<file path="src/rtl/alu_seq.sv">
// Sequential ALU: single-cycle logic/arithmetic ops plus iterative unsigned MULU/DIVU behind valid/ready.
// Optional macro ALU_DIV_EN enables the restoring divider; otherwise DIVU completes in one cycle flagging Overflow.
module alu_seq #(
    parameter int unsigned WIDTH = 32
) (
    input  logic             clk,
    input  logic             resetn,
    input  logic             in_valid,
    output logic             in_ready,
    input  logic [WIDTH-1:0] A,
    input  logic [WIDTH-1:0] B,
    input  logic [3:0]       ALUop,
    output logic             out_valid,
    input  logic             out_ready,
    output logic [WIDTH-1:0] Result,
    output logic [WIDTH-1:0] Result_hi,
    output logic             Overflow,
    output logic             CarryOut,
    output logic             Zero
);

    localparam int unsigned CNT_W = $clog2(WIDTH) + 1;

    localparam logic [3:0] OP_AND  = 4'b0000;
    localparam logic [3:0] OP_OR   = 4'b0001;
    localparam logic [3:0] OP_ADD  = 4'b0010;
    localparam logic [3:0] OP_SUB  = 4'b0110;
    localparam logic [3:0] OP_SLT  = 4'b0111;
    localparam logic [3:0] OP_MULU = 4'b1000;
    localparam logic [3:0] OP_DIVU = 4'b1001;

    typedef enum logic [1:0] {
        S_IDLE = 2'd0,
        S_BUSY = 2'd1,
        S_DONE = 2'd2
    } state_e;

    state_e             state_q;
    logic [CNT_W-1:0]   cnt_q;
    logic [WIDTH-1:0]   a_q;
    logic [2*WIDTH-1:0] acc_q;
    logic [WIDTH-1:0]   result_q;
    logic [WIDTH-1:0]   result_hi_q;
    logic               ovf_q;
    logic               carry_q;

    logic               accept_c;
    logic               multi_c;
    logic               sub_c;
    logic [WIDTH-1:0]   b_eff_c;
    logic [WIDTH:0]     sum_c;
    logic               ovf_c;
    logic [WIDTH-1:0]   sc_res_c;
    logic               sc_ovf_c;
    logic               sc_carry_c;

    logic [WIDTH:0]     mul_sum_c;
    logic [2*WIDTH-1:0] mul_acc_d;
    logic [WIDTH-1:0]   fin_res_c;
    logic [WIDTH-1:0]   fin_hi_c;
    logic               fin_ovf_c;

`ifdef ALU_DIV_EN
    logic [WIDTH-1:0]   b_q;
    logic [WIDTH-1:0]   rem_q;
    logic               is_div_q;
    logic [WIDTH:0]     div_shift_c;
    logic [WIDTH:0]     div_diff_c;
    logic               div_ge_c;
    logic [WIDTH-1:0]   rem_d;
    logic [WIDTH-1:0]   quo_d;
`endif

    assign in_ready  = (state_q == S_IDLE) | ((state_q == S_DONE) & out_ready);
    assign accept_c  = in_valid & in_ready;
    assign out_valid = (state_q == S_DONE);
    assign Result    = result_q;
    assign Result_hi = result_hi_q;
    assign Overflow  = ovf_q;
    assign CarryOut  = carry_q;
    assign Zero      = (result_q == '0);

`ifdef ALU_DIV_EN
    assign multi_c = (ALUop == OP_MULU) || (ALUop == OP_DIVU);
`else
    assign multi_c = (ALUop == OP_MULU);
`endif

    // Single-cycle ops share one WIDTH+1 adder; SUB/SLT use A + ~B + 1.
    always_comb begin
        sub_c      = (ALUop == OP_SUB) || (ALUop == OP_SLT);
        b_eff_c    = sub_c ? ~B : B;
        sum_c      = {1'b0, A} + {1'b0, b_eff_c} + (WIDTH+1)'(sub_c);
        ovf_c      = (A[WIDTH-1] == b_eff_c[WIDTH-1]) && (sum_c[WIDTH-1] != A[WIDTH-1]);
        sc_res_c   = '0;
        sc_ovf_c   = 1'b0;
        sc_carry_c = 1'b0;
        case (ALUop)
            OP_AND: sc_res_c = A & B;
            OP_OR:  sc_res_c = A | B;
            OP_ADD: begin
                sc_res_c   = sum_c[WIDTH-1:0];
                sc_ovf_c   = ovf_c;
                sc_carry_c = sum_c[WIDTH];
            end
            OP_SUB: begin
                sc_res_c   = sum_c[WIDTH-1:0];
                sc_ovf_c   = ovf_c;
                sc_carry_c = ~sum_c[WIDTH];
            end
            OP_SLT: begin
                sc_res_c   = WIDTH'(sum_c[WIDTH-1] ^ ovf_c);
                sc_ovf_c   = ovf_c;
                sc_carry_c = ~sum_c[WIDTH];
            end
`ifndef ALU_DIV_EN
            OP_DIVU: sc_ovf_c = 1'b1;
`endif
            default: ;
        endcase
    end

    // Shift-add multiply: low half starts as B and is consumed LSB first.
    assign mul_sum_c = {1'b0, acc_q[2*WIDTH-1:WIDTH]} + (acc_q[0] ? {1'b0, a_q} : '0);
    assign mul_acc_d = {mul_sum_c, acc_q[WIDTH-1:1]};

`ifdef ALU_DIV_EN
    // Restoring divide: low half of acc holds dividend bits, shifted out as quotient bits shift in.
    assign div_shift_c = {rem_q, acc_q[WIDTH-1]};
    assign div_diff_c  = div_shift_c - {1'b0, b_q};
    assign div_ge_c    = ~div_diff_c[WIDTH];
    assign rem_d       = div_ge_c ? div_diff_c[WIDTH-1:0] : div_shift_c[WIDTH-1:0];
    assign quo_d       = {acc_q[WIDTH-2:0], div_ge_c};
`endif

    always_comb begin
        fin_res_c = mul_acc_d[WIDTH-1:0];
        fin_hi_c  = mul_acc_d[2*WIDTH-1:WIDTH];
        fin_ovf_c = |mul_acc_d[2*WIDTH-1:WIDTH];
`ifdef ALU_DIV_EN
        if (is_div_q) begin
            if (b_q == '0) begin
                fin_res_c = '1;
                fin_hi_c  = a_q;
                fin_ovf_c = 1'b1;
            end else begin
                fin_res_c = quo_d;
                fin_hi_c  = rem_d;
                fin_ovf_c = 1'b0;
            end
        end
`endif
    end

    always_ff @(posedge clk or negedge resetn) begin
        if (!resetn) begin
            state_q     <= S_IDLE;
            cnt_q       <= '0;
            a_q         <= '0;
            acc_q       <= '0;
            result_q    <= '0;
            result_hi_q <= '0;
            ovf_q       <= 1'b0;
            carry_q     <= 1'b0;
`ifdef ALU_DIV_EN
            b_q         <= '0;
            rem_q       <= '0;
            is_div_q    <= 1'b0;
`endif
        end else begin
            case (state_q)
                S_BUSY: begin
`ifdef ALU_DIV_EN
                    acc_q <= is_div_q ? {{WIDTH{1'b0}}, quo_d} : mul_acc_d;
                    rem_q <= rem_d;
`else
                    acc_q <= mul_acc_d;
`endif
                    cnt_q <= cnt_q + CNT_W'(1);
                    if (cnt_q == CNT_W'(WIDTH - 1)) begin
                        state_q     <= S_DONE;
                        result_q    <= fin_res_c;
                        result_hi_q <= fin_hi_c;
                        ovf_q       <= fin_ovf_c;
                        carry_q     <= 1'b0;
                    end
                end
                default: begin
                    if (accept_c) begin
                        if (multi_c) begin
                            state_q <= S_BUSY;
                            cnt_q   <= '0;
                            a_q     <= A;
`ifdef ALU_DIV_EN
                            acc_q    <= {{WIDTH{1'b0}}, (ALUop == OP_DIVU) ? A : B};
                            b_q      <= B;
                            rem_q    <= '0;
                            is_div_q <= (ALUop == OP_DIVU);
`else
                            acc_q    <= {{WIDTH{1'b0}}, B};
`endif
                        end else begin
                            state_q     <= S_DONE;
                            result_q    <= sc_res_c;
                            result_hi_q <= '0;
                            ovf_q       <= sc_ovf_c;
                            carry_q     <= sc_carry_c;
                        end
                    end else if ((state_q == S_DONE) && out_ready) begin
                        state_q <= S_IDLE;
                    end
                end
            endcase
        end
    end

endmodule

</file>
<file path="config.mk">
export PLATFORM = sky130hd
export DESIGN_NAME = alu_seq
export DESIGN_NICKNAME = d
export VERILOG_FILES = /design/src/rtl/alu_seq.sv
export SDC_FILE = /design/constraint.sdc
export NUM_CORES = 1
export LEC_CHECK = 0
export BUFFER_PORTS_ARGS = -buffer_cell sky130_fd_sc_hd__buf_2
export CAP_MARGIN = 30
export CORE_MARGIN = 4
export CORE_UTILIZATION = 40
export CTS_BUF_LIST = sky130_fd_sc_hd__clkbuf_8
export DETAILED_ROUTE_END_ITERATION = 8
export PLACE_DENSITY = 0.64
export SKIP_LAST_GASP = 1
export SYNTH_ARGS = -nofsm -noshare
export SYNTH_HDL_FRONTEND = slang
export SYNTH_SLANG_ARGS = --single-unit
</file>
<file path="constraint.sdc">
create_clock -name clk -period 3.79 [get_ports clk]
set_input_delay 0.5685 -clock clk [delete_from_list [all_inputs] [get_ports clk]]
set_output_delay 0.5685 -clock clk [all_outputs]
set_load 0.02 [all_outputs]
</file>
== Word level (Yosys, flattened, before mapping) ==
Index checks and enable logic that the tools add are counted.

* RAM bits: 0
* Output and inout bits: 69
* Logic and storage cells: 83
* Bits in read-only memories: 0
* Latch bits: 0
* Register bits: 170
* Memories kept: 0

* Equal/unequal tests: 13
* Reduce and logical (&&, ||, !) cells: 17
* Divide/modulo/power cells: 0
* Muxes and demuxes: 32
* Bitwise gates (word level): 9
* Shift operators: 0
* $add $sub $neg: 4
* $lt $le $gt $ge: 0
* Multiply operators: 0

{| class="wikitable"
|+ Operator list
! cell !! count
|-
| two-way mux 32 bit || 10
|-
| two-way mux 64 bit || 3
|-
| case mux 32 bit (4 select lines) || 1
|-
| adder 32 x 32 -> 33 bit || 2
|-
| adder 33 x 1 -> 33 bit || 1
|-
| AND 32 bit || 1
|-
| logical NOT 32 bit || 1
|-
| inverter 32 bit || 1
|-
| OR 32 bit || 1
|-
| OR reduction 32 bit || 1
|-
| two-way mux 6 bit || 3
|-
| two-way mux 2 bit || 5
|-
| == test 4 x 3 -> 1 bit (second input constant) || 2
|-
| == test 4 bit (second input constant) || 2
|-
| two-way mux 1 bit || 8
|-
| adder 6 x 1 -> 6 bit (second input constant) || 1
|-
| == test 6 x 5 -> 1 bit (second input constant) || 1
|-
| AND reduction 3 bit || 2
|-
| == test 4 x 1 -> 1 bit (second input constant) || 1
|-
| == test 4 x 2 -> 1 bit (second input constant) || 1
|-
| logical NOT 4 bit || 1
|-
| case mux 1 bit (2 select lines) || 2
|-
| AND reduction 2 bit || 2
|-
| nonzero test 2 bit || 2
|-
| 16 further kinds || 20
|}

== Logic depth before layout (Yosys ltp) ==
Gate-level depths: netlist of the first run.

* Word-level depth: 12
* Gate-level depth with buffers: 16
* Mapped depth without buffers: 14

== Worst setup path before layout of the first run ==
Ideal clock, no wire load.

* Kind: input-to-reg
* Start point: in ALUop[3]
* End point: reg ovf_q, in the netlist Overflow
* Slack: -0.363 ns
* Arrival time: 4.018 ns
* Data required time: 3.655 ns
* Setup time: 0.135 ns
* Stages: 14
* Path through: nand3b_1 clkbuf_1 clkbuf_1 xnor2_1 ha_1 a21oi_1 a21boi_1 or3b_1 o21ba_2 or3b_1 nand3_1 or3b_2 o32ai_1 a31oi_1

* Cells in the longest elaborated chain, start to end: 11
* Elaborated cells on any way between the ends: 19
* Classes of those cells: 2 x add/sub; 8 x eq/ne; 5 x mux; 4 x reduce/logical

{| class="wikitable"
|+ Ends and longest elaborated chain
! element !! line !! RTL
|-
| start, declared || 12 || <nowiki>input logic [3:0] ALUop,</nowiki>
|-
| == test 4 x 3 -> 1 bit || 91, 98 ||
|-
| logical OR 1 bit || 91 || <nowiki>sub_c = (ALUop == OP_SUB) || (ALUop == OP_SLT);</nowiki>
|-
| two-way mux 32 bit || 92 || <nowiki>b_eff_c = sub_c ? ~B : B;</nowiki>
|-
| adder 32 x 32 -> 33 bit || 93 || <nowiki>sum_c = {1'b0, A} + {1'b0, b_eff_c} + (WIDTH+1)'(sub_c);</nowiki>
|-
| adder 33 x 1 -> 33 bit || 93 ||
|-
| != test 1 bit || 94 || <nowiki>ovf_c = (A[WIDTH-1] == b_eff_c[WIDTH-1]) && (sum_c[WIDTH-1] != A[WIDTH-1]);</nowiki>
|-
| logical AND 1 bit || 94 ||
|-
| case mux 1 bit (2 select lines) || 98 || <nowiki>case (ALUop)</nowiki>
|-
| two-way mux 1 bit || 190 || <nowiki>if (multi_c) begin</nowiki>
|-
| two-way mux 1 bit || 189 || <nowiki>if (accept_c) begin</nowiki>
|-
| two-way mux 1 bit || 171 || <nowiki>case (state_q)</nowiki>
|-
| end signal, assigned || 184 || <nowiki>ovf_q <= fin_ovf_c;</nowiki>
|-
| end signal, assigned || 206 || <nowiki>ovf_q <= sc_ovf_c;</nowiki>
|-
| end, declared || 44 || <nowiki>logic ovf_q;</nowiki>
|}

Several ways; a longest one is shown, not always the timed one. The select of a mux whose other input is x is not followed.
A chain may end at the register's enable or synchronous reset.

== Worst setup path after layout of the first run ==
* Start point: reg acc_q[0]
* End point: reg ovf_q, in the netlist Overflow

* Cells in the longest elaborated chain, start to end: 5

{| class="wikitable"
|+ Ends and longest elaborated chain
! element !! line !! RTL
|-
| start, declared || 41 || <nowiki>logic [2*WIDTH-1:0] acc_q;</nowiki>
|-
| start signal, assigned || 177 || <nowiki>acc_q <= mul_acc_d;</nowiki>
|-
| start signal, assigned || 200 || <nowiki>acc_q <= {{WIDTH{1'b0}}, B};</nowiki>
|-
| two-way mux 32 bit || 124 || <nowiki>assign mul_sum_c = {1'b0, acc_q[2*WIDTH-1:WIDTH]} + (acc_q[0] ? {1'b0, a_q} : '0);</nowiki>
|-
| adder 32 x 32 -> 33 bit || 124 ||
|-
| OR reduction 32 bit || 139 || <nowiki>fin_ovf_c = |mul_acc_d[2*WIDTH-1:WIDTH];</nowiki>
|-
| two-way mux 1 bit || 180 || <nowiki>if (cnt_q == CNT_W'(WIDTH - 1)) begin</nowiki>
|-
| two-way mux 1 bit || 171 ||
|}

No other way between the ends. The select of a mux whose other input is x is not followed.

==> impl_results.md, run 1 <==
- Commonest cells in the synthesized netlist: nand2_1, dfrtp_1, o21ai_0, a21oi_1, nor2_1
- Horiz. Die Dim: 179 microns
- CP arrival: 4060 ps
- GRT Total Usage: 23.6%
- Worst clock skew: 17.4 ps
- Number of synthesized register bits: 170
- Rows: 62
- Worst-path fanout max: 12
- Final RePlAce weighted congestion: 0.913
- Async S/R FF share, synth: 100%
- Int Pwr: 2.73 mW
- H-tree levels: 4
- Outcome: finished, final reports clean
- Worst Hold Class: input pin to asynchronous set/reset pin
- Clk network pwr share: 32.3%
- Area growth from synthesis to layout: 24.1%
- Commonest register cell after synthesis: dfrtp_1
- PwrDens: 274 nW/um^2
- Core area: 28700 sq um
- Worst skew pair latency: 480 ps
- Avg Inst Size Synth: 8.78 sq um
- Vias in the first global route: 11000
- Met2 wire len: 17.5 mm
- CTS tree: yes
- Die area: 32000 sq um
- Sequential area share after synthesis: 36.5%
- CTS max path bufs: 2
- Cts bufs inserted: 17
- Crit path time final: 3720 ps
- Post-DRT Antenna Nets: 0
- Yosys warns: 0
- Final setup viols: 0
- Synth cell types: 74
- WL met3: 1.94 mm
- Die Ht: 179 microns
- First-pass GRT wire length: 59.6 mm
- Initial DRC count: 785
- Highest routed layer: met4
- Hpwl dp: 28.4 mm
- Sw Share: 31.1%
- Post-Layout Inst Area: 14500 sq um
- Syn Std Cell Area: 11700 sq um
- Flop pwr share: 46.8%
- CTS Root Cell: clkbuf_8
- Vias: 11100
- Worst slew pin tran: 897 ps
- Worst path required time: 4130 ps
- RSZ-0062 raised after global routing: true
- Per-cell routed wire length: 18.9 microns
- Dpl ws: -227 ps
- # DRC: 0
- Max_cap viols: 0
- Largest area contributor in the netlist: dfrtp_1
- Nets@finish: 1719
- Setup WS post-layout: 73.0 ps
- Sw power: 1.24 mW
- Crit Path Category: flip-flop to flip-flop
- I/O pin count: 141
- Worst Setup Start Kind: flip-flop
- Total grt overflow: 0
- Area contributors post-synth: dfrtp_1, nand2_1, ha_1
- CP Capture Type: flip-flop
- Syn Inst Count: 1329
- Count leader, synth: nand2_1
- Clock-pin slew on the worst setup and hold paths: 90 ps
- Syn nets: 1469
- Final period util: 98.1%
- Met1 Wirelength: 17.2 mm
- Routed vias/inst: 5.60
- Antenna violations before repair: 1
- Hold buffers post-CTS: 0
- Final wirelength: 37.4 mm
- Slew Viols, Final: 0
- Share of the synthesized area in the top cell type: 36.5%
- Slew HR: 40.1%
- PortBufs: 140
- Clk sinks: 170
- Comb pwr share: 20.8%
- LEAKAGE: 6.98 nW
- Fin. Hold Viols: 0
- Initial core utilization: 40.6%
- Layout cell share with drive strength beyond 1: 26.6%
- Number of synthesized flops with an enable pin: 0
- Largest net degree at the start of global routing: 84
- DRT Pass-1 Iters: 5
- Fmax: 0.269 GHz
- Peak VDD IR: 0.210 mV
- Placement Cell Area: 13800 sq um
## per-layer routing
layer	vias up	track usage, %
met5	-	0
met2	309	38.2
met3	49	3.61
met4	0	5.79
li1	5309	-
met1	5392	33.3
## timing repair
item	in CTS	in global routing
gates resized for setup	12	28
endpoints found under the setup margin	1	4
pin swaps	7	8
buffers inserted	4	2
## final cells by class
| cell class | count | area, sq um |
|---|---|---|
| fillers | 2766 | 14200 |
| multi-input cells | 1064 | 7310 |
| flip-flops and latches | 170 | 4250 |
| repair buffers | 302 | 1960 |
| well taps | 384 | 480 |
| clock buffers | 18 | 248 |
| clock inverters | 13 | 121 |
| inverters | 24 | 90.1 |
| diodes | 1 | 2.50 |
## worst paths after layout
path | startpoint | to | slack [ps] | depth (start not counted)
min | resetn | Result_hi[7] | 150 | 1
max in group asynchronous | resetn | Result[18] | 2890 | 2
max | acc_q[0] | Overflow | 70 | 16
max reg2reg | acc_q[0] | Overflow | 70 | 16
min reg2reg | Result_hi[17] | Result_hi[17] | 470 | 2
min in group clk | B[25] | acc_q[25] | 360 | 3
## through the flow
step	utilization (%)	hold slack [ps]	std cells	TNS (ps)	power (mW)
global route	50.4	200	1975	-106	4.17
global placement	48.2	445	1938	-494	2.71
detailed placement	48.2	448	1938	-941	2.71
CTS	49.8	174	1973	0	3.99
floorplan	-	273	1329	0	2.35
finish	50.4	151	1976	0	3.97
## power by group through the flow
stage / combinational, mW / clock [mW] / sequential [mW]
2_1_floorplan: 0.443 / 0 / 1.91
3_3_place_gp: 0.813 / 0 / 1.89
3_5_place_dp: 0.818 / 0 / 1.89
4_1_cts: 0.824 / 1.31 / 1.86
5_1_grt: 0.911 / 1.39 / 1.86
6_report: 0.828 / 1.28 / 1.86
## cells by family (layout without fill, tap and decap cells)
kind of cell	Yosys count	count (layout)	synth area share [%]
AO/OA/AOI/OAI	376	376	21.7
flip-flops	170	170	36.5
multiplexers	35	35	3.35
XOR/XNOR	85	85	6.38
buffers and inverters	95	357	3.14
other	0	1	0
adder cells (fa/ha/maj)	96	96	9.83
AND/OR/NAND/NOR	472	472	19.2
## registers in the layout (all words and copies together), names as in the netlist
name       count
acc_q         64
Result        32
Result_hi     32
a_q           32
cnt_q          6
state_q        2
CarryOut       1
Overflow       1
## critical path: stages, from the launching register on
cell      delay, ps
dfrtp_1         390
buf_4           170
and2_1          170
ha_1            320
buf_4           150
and4_1          200
buf_4           130
nand3_1          90
a211oi_1         70
a211o_1         360
or3_1           350
a31oi_2         220
xnor2_1         100
or3_1           380
nor4_2          270
buf_4           150
a31oi_1          70
## cell usage in the layout (no fill, tap or decap), types with 41 or more instances in the layout
cell type,Yosys,layout
xnor2_1,59,59
dfrtp_1,170,170
nor2_1,73,71
nand2_1,222,221
a21oi_1,73,66
ha_1,66,61
and2_1,41,41
buf_4,0,158
o21ai_0,83,81
buf_2,2,139
Power figures use the tool's default switching activity.
==> run 2: changes to the inputs <==
==> config.mk (replaced) <==
export PLATFORM = sky130hd
export DESIGN_NAME = alu_seq
export DESIGN_NICKNAME = d
export VERILOG_FILES = /design/src/rtl/alu_seq.sv
export SDC_FILE = /design/constraint.sdc
export NUM_CORES = 1
export LEC_CHECK = 0
export CAP_MARGIN = 30
export CORE_MARGIN = 3
export CORE_UTILIZATION = 40
export CTS_BUF_LIST = sky130_fd_sc_hd__clkbuf_8
export DETAILED_ROUTE_END_ITERATION = 8
export DONT_BUFFER_PORTS = 1
export PLACE_DENSITY = 0.59
export SKIP_LAST_GASP = 1
export SYNTH_ARGS = -nofsm -noshare
export SYNTH_HDL_FRONTEND = slang
export SYNTH_SLANG_ARGS = --single-unit
==> impl_results.md, run 2 (synthesis results as in run 1) <==
- RR Startpoint: acc_q[0] (unchanged)
- CTS max path bufs: 2 (unchanged)
- Crit Path Category: flip-flop to flip-flop (unchanged)
- CP Capture Type: flip-flop (unchanged)
- PwrDens: 279 nW/um^2 (was 274 nW/um^2)
- CTS Root Cell: clkbuf_8 (unchanged)
- Core area: 28200 sq um (was 28700 sq um)
- Max reg flops: 64 (unchanged)
- Max_cap viols: 0 (unchanged)
- Layout cell share with drive strength beyond 1: 17.6% (was 26.6%)
- Die Ht: 177 microns (was 179 microns)
- Worst Hold Class: input pin to asynchronous set/reset pin (unchanged)
- Horiz. Die Dim: 177 microns (was 179 microns)
- Post-DRT Antenna Nets: 0 (unchanged)
- Outcome: finished, violations left (was finished, final reports clean)
- Final setup viols: 0 (unchanged)
- Hpwl dp: 27.9 mm (was 28.4 mm)
- RSZ-0062 raised after global routing: true (unchanged)
- Antenna violations before repair: 1 (unchanged)
- Final period util: 98.3% (was 98.1%)
- Reg2reg end: Overflow (unchanged)
- R2r setup slk: 60 ps (was 70 ps)
- Area growth from synthesis to layout: 16.0% (was 24.1%)
- Crit path time final: 3730 ps (was 3720 ps)
- Fin. Hold Viols: 170 (was 0)
- Worst clock skew: 24.6 ps (was 17.4 ps)
- Slew Viols, Final: 0 (unchanged)
- Largest reg by FF count: acc_q (unchanged)
- Cts bufs inserted: 17 (unchanged)
- Setup WS post-layout: 63.6 ps (was 73.0 ps)
- GRT Total Usage: 23.8% (was 23.6%)
- CP startpoint: acc_q[0] (unchanged)
- # DRC: 0 (unchanged)
- Diodes inserted: 0 (was 1)
- Vias: 10400 (was 11100)
- Clk sinks: 170 (unchanged)
- Die area: 31200 sq um (was 32000 sq um)
- Commonest non-fill, non-tap cells in the layout: nand2_1, dfrtp_1, buf_4 (unchanged)
- Fmax: 0.268 GHz (was 0.269 GHz)
- Largest net degree at the start of global routing: 171 (was 84)
- Number of fill cells: 2753 (was 2766)
- Rows: 61 (was 62)
- Vias in the first global route: 10400 (was 11000)
- Commonest non-fill, non-tap cell in the layout: nand2_1 (unchanged)
- Worst skew pair latency: 480 ps (about the same)
- CP arrival: 4060 ps (about the same)
- Worst path required time: 4120 ps (was 4130 ps)
- Worst-path fanout max: 4 (was 12)
- Routed vias/inst: 5.73 (was 5.60)
- Per-cell routed wire length: 20.5 microns (was 18.9 microns)
- Final wirelength: 37.1 mm (was 37.4 mm)
- H-tree levels: 4 (unchanged)
- PortBufs: 0 (was 140)
- Failing checks: negative hold slack
- CTS tree: yes (unchanged)
- Final RePlAce weighted congestion: 0.933 (was 0.913)
- Initial DRC count: 708 (was 785)
- Clock-pin slew on the worst setup and hold paths: 110 ps (was 90 ps)
- Peak VDD IR: 0.234 mV (was 0.210 mV)
- Hold_ws: -216 ps (was 151 ps)
- Nets@finish: 1561 (was 1719)
- Post-Layout Inst Area: 13500 sq um (was 14500 sq um)
- DRT Pass-1 Iters: 6 (was 5)
- Worst slew pin tran: 953 ps (was 897 ps)
- Placement Cell Area: 13000 sq um (was 13800 sq um)
- TNS Setup: 0 ps (unchanged)
- First-pass GRT wire length: 58.6 mm (was 59.6 mm)
- Initial core utilization: 41.3% (was 40.6%)
- LEAKAGE: 6.33 nW (was 6.98 nW)
- I/O pin count: 141 (unchanged)
- Slew HR: 36.5% (was 40.1%)
- Worst Setup Start Kind: flip-flop (unchanged)
- Dpl ws: -231 ps (was -227 ps)
- Total grt overflow: 0 (unchanged)
- Worst r2r path cells: 14 (was 16)
==> run 2: worst max-delay path by stage <==
stage	endpoint	cells past startpoint
floorplan	Overflow	14
global placement	Overflow	15
detailed placement	Overflow	16
CTS	Overflow	14
global route	Overflow	15
finish	Overflow	14
==> run 2: what timing repair did <==
| item | 4_1_cts | 5_1_grt |
|---|---|---|
| pin swaps | 6 | 2 |
| setup buffers | 1 | 1 |
| hold endpoints to repair | 170 | 170 |
| resized for setup | 18 | 6 |
| endpoints found under the setup margin | 1 | 2 |
==> run 2: stage by stage <==
| step | utilization, % | total power [mW] | std cells |
|---|---|---|---|
| finish | 47.9 | 3.78 | 1812 |
| detailed placement | 46.1 | 2.53 | 1779 |
| CTS | 47.7 | 3.81 | 1811 |
| floorplan | - | 2.35 | 1329 |
| global route | 47.9 | 3.95 | 1812 |
| global placement | 46.0 | 2.53 | 1777 |
==> run 2: metal layers <==
| metal | routed length [microns] | up-vias | global-route usage (%) |
|---|---|---|---|
| met4 | 774 | 2 | 5.73 |
| li1 | - | 4999 | - |
| met3 | 2510 | 47 | 5.77 |
| met5 | 13 | - | 0 |
| met2 | 17100 | 302 | 38.3 |
| met1 | 16700 | 5036 | 32.6 |
==> run 2: cell type report <==
| cell class | instances | area, sq um | share of cell area (%) |
|---|---|---|---|
| timing repair buffer | 144 | 1120 | 8.30 |
| tap | 378 | 473 | 3.50 |
| multi-input combinational | 1064 | 7230 | 53.4 |
| clock inverter | 14 | 111 | 0.823 |
| sequential | 170 | 4250 | 31.5 |
| clock buffer | 18 | 248 | 1.83 |
| inverter | 24 | 90.1 | 0.666 |
==> run 2: worst max-delay path, stage by stage (launching register included) <==
cell	delay, ps
dfrtp_1	400
buf_4	150
and2_1	130
ha_1	280
nor2b_1	160
o2111a_2	290
nor3_4	250
a21oi_2	110
or4_4	500
a211oi_2	230
buf_4	150
nand4_4	90
or4b_4	550
nor4_4	180
a31oi_1	120
==> run 2: power breakdown <==
group	switching [mW]	leakage, nW	internal (mW)	total (mW)
registers	0.0506	2.02	1.84	1.89
logic	0.324	4.12	0.299	0.623
clock network	0.782	0.181	0.486	1.27
==> run 3: changes to the inputs <==
--- a/config.mk
+++ b/config.mk
@@ -11,6 +11,8 @@
 export CTS_BUF_LIST = sky130_fd_sc_hd__clkbuf_8
 export DETAILED_ROUTE_END_ITERATION = 8
 export DONT_BUFFER_PORTS = 1
+export HOLD_SLACK_MARGIN = 0.15
+export MAX_ROUTING_LAYER = met4
 export PLACE_DENSITY = 0.59
 export SKIP_LAST_GASP = 1
 export SYNTH_ARGS = -nofsm -noshare
==> impl_results.md, run 3 (synthesis results as in run 1) <==
- Outcome: finished, violations left (unchanged)
- Failing checks: negative hold slack (unchanged)
- I/O pin count: 141 (unchanged)
- Worst slew pin tran: 908 ps (was 953 ps)
- CTS max path bufs: 2 (unchanged)
- Fmax: 0.268 GHz (about the same)
- RR Startpoint: acc_q[0] (unchanged)
- Worst Setup Start Kind: flip-flop (unchanged)
- Routed vias/inst: 5.69 (was 5.73)
- Reg2reg end: Overflow (unchanged)
- CTS tree: yes (unchanged)
- Die Ht: 177 microns (unchanged)
- GRT Total Usage: 24.7% (was 23.8%)
- CP Capture Type: flip-flop (unchanged)
- Initial core utilization: 41.3% (unchanged)
- CP arrival: 4100 ps (was 4060 ps)
- Cts bufs inserted: 17 (unchanged)
- Nets@finish: 1567 (was 1561)
- # DRC: 0 (unchanged)
- DRT Pass-1 Iters: 5 (was 6)
- Hold_ws: -242 ps (was -216 ps)
- PortBufs: 0 (unchanged)
- Worst-path fanout max: 11 (was 4)
- Post-DRT Antenna Nets: 0 (unchanged)
- CTS Root Cell: clkbuf_8 (unchanged)
- Core area: 28200 sq um (unchanged)
- Vias in the first global route: 10200 (was 10400)
- Largest reg by FF count: acc_q (unchanged)
- Worst Hold Class: input pin to asynchronous set/reset pin (unchanged)
- Final RePlAce weighted congestion: 0.927 (was 0.933)
- H-tree levels: 4 (unchanged)
- Diodes inserted: 0 (unchanged)
- CP startpoint: acc_q[0] (unchanged)
- PwrDens: 279 nW/um^2 (about the same)
- RSZ-0062 raised after global routing: true (unchanged)
- Total grt overflow: 0 (unchanged)
- Initial DRC count: 799 (was 708)
- Slew HR: 39.5% (was 36.5%)
- Final core occ: 48.5% (was 47.9%)
- Antenna violations before repair: 2 (was 1)
- Peak VDD IR: 0.159 mV (was 0.234 mV)
- Crit path time final: 3740 ps (was 3730 ps)
- Setup crit end: Overflow (unchanged)
- Area growth from synthesis to layout: 17.4% (was 16.0%)
- Die area: 31200 sq um (unchanged)
- Fin. Hold Viols: 170 (unchanged)
- Clock-pin slew on the worst setup and hold paths: 110 ps (about the same)
- Final setup viols: 0 (unchanged)
- Worst clock skew: 22.3 ps (was 24.6 ps)
- Worst path required time: 4150 ps (was 4120 ps)
- Worst skew pair latency: 490 ps (was 480 ps)
- Clk sinks: 170 (unchanged)
- Hpwl dp: 27.9 mm (about the same)
- Final period util: 98.6% (was 98.3%)
- Max_cap viols: 0 (unchanged)
- Commonest non-fill, non-tap cell in the layout: nand2_1 (unchanged)
- Max reg flops: 64 (unchanged)
- Tot Pwr: 3.82 mW (was 3.78 mW)
- R2r setup slk: 50 ps (was 60 ps)
- Vias: 10300 (was 10400)
- Slew Viols, Final: 0 (unchanged)
- Layout cell share with drive strength beyond 1: 19.4% (was 17.6%)
- Worst r2r path cells: 14 (unchanged)
- Crit Path Category: flip-flop to flip-flop (unchanged)
- First-pass GRT wire length: 58.8 mm (was 58.6 mm)
- Horiz. Die Dim: 177 microns (unchanged)
- Largest net degree at the start of global routing: 171 (unchanged)
- Rows: 61 (unchanged)
- Commonest non-fill, non-tap cells in the layout: nand2_1, dfrtp_1, buf_4 (unchanged)
- Per-cell routed wire length: 20.7 microns (was 20.5 microns)
- Final wirelength: 37.6 mm (was 37.1 mm)
- LEAKAGE: 6.36 nW (was 6.33 nW)
[run 3: cell types whose count changed in the layout (fill, tap and decap cells not counted), sizes merged]
| cell | before | now |
|---|---|---|
| clkinvlp | 3 | 1 |
| inv | 31 | 34 |
| buf | 144 | 150 |
| clkbuf | 18 | 17 |
[run 3: worst min path at each step]
stage	slack [ps]	startpoint	cells after the start	end
3_3_place_gp	280	resetn	0	Result_hi[4]
6_report	-240	resetn	0	Result_hi[4]
3_5_place_dp	280	resetn	0	Result_hi[4]
2_1_floorplan	270	resetn	0	CarryOut
5_1_grt	-270	resetn	0	Result_hi[5]
4_1_cts	-260	resetn	0	Result_hi[4]
[run 3: layer usage]
layer | part of all wire (%) | vias to the layer above | wire, microns | global-route usage, %
li1 | - | 5005 | - | -
met1 | 46 | 4989 | 17200 | 33.6
met2 | 46 | 303 | 17300 | 38.3
met3 | 6.5 | 46 | 2460 | 4.98
met4 | 1.8 | 0 | 680 | 5.86
met5 | 0 | - | 0 | -
[run 3: area by class of cell]
type                    instances  area [sq um]
well taps                     378           473
clock buffers                  17           234
fillers                      2721         14500
multi-input cells            1064          7360
repair buffers                150          1140
flip-flops and latches        170          4250
clock inverters                15           146
inverters                      24          90.1
[run 3: per-stage QoR]
step                      instance area (sq um)  hold WS, ps  setup TNS [ps]  setup slack (ps)  std cells
after floorplan                           11700          273               0              5.75       1329
after global placement                    13000          281            -160              -160       1780
after detailed placement                  13000          279            -329              -230       1781
after CTS                                 13500         -264               0              58.9       1815
after global routing                      13700         -274            -176              -176       1818
final                                     13700         -242               0              53.7       1818
[run 3: worst max-delay path, stage by stage, from the launching register on]
cell and delay (ps):
dfrtp_1 410, buf_4 160, buf_4 160, and2_1 140
ha_1 290, and4_4 210, buf_4 150, and2_1 160
a211o_4 350, or3_4 410, a31oi_4 230, xnor2_2 90
or3_4 380, nor4_4 340, a31oi_1 120
[run 3: timing repair]
| action | CTS | global route |
|---|---|---|
| setup endpoints to repair | 1 | 4 |
| hold endpoints to repair | 170 | 170 |
| resized for setup | 11 | 39 |
| buffers inserted | 3 | 3 |
| pin swaps | 4 | 19 |
[run 3: power breakdown]
group	switching [mW]	leakage (nW)	internal, mW
clock network	0.827	0.196	0.489
logic	0.324	4.14	0.298
registers	0.0490	2.02	1.84
total	1.20	6.36	2.62
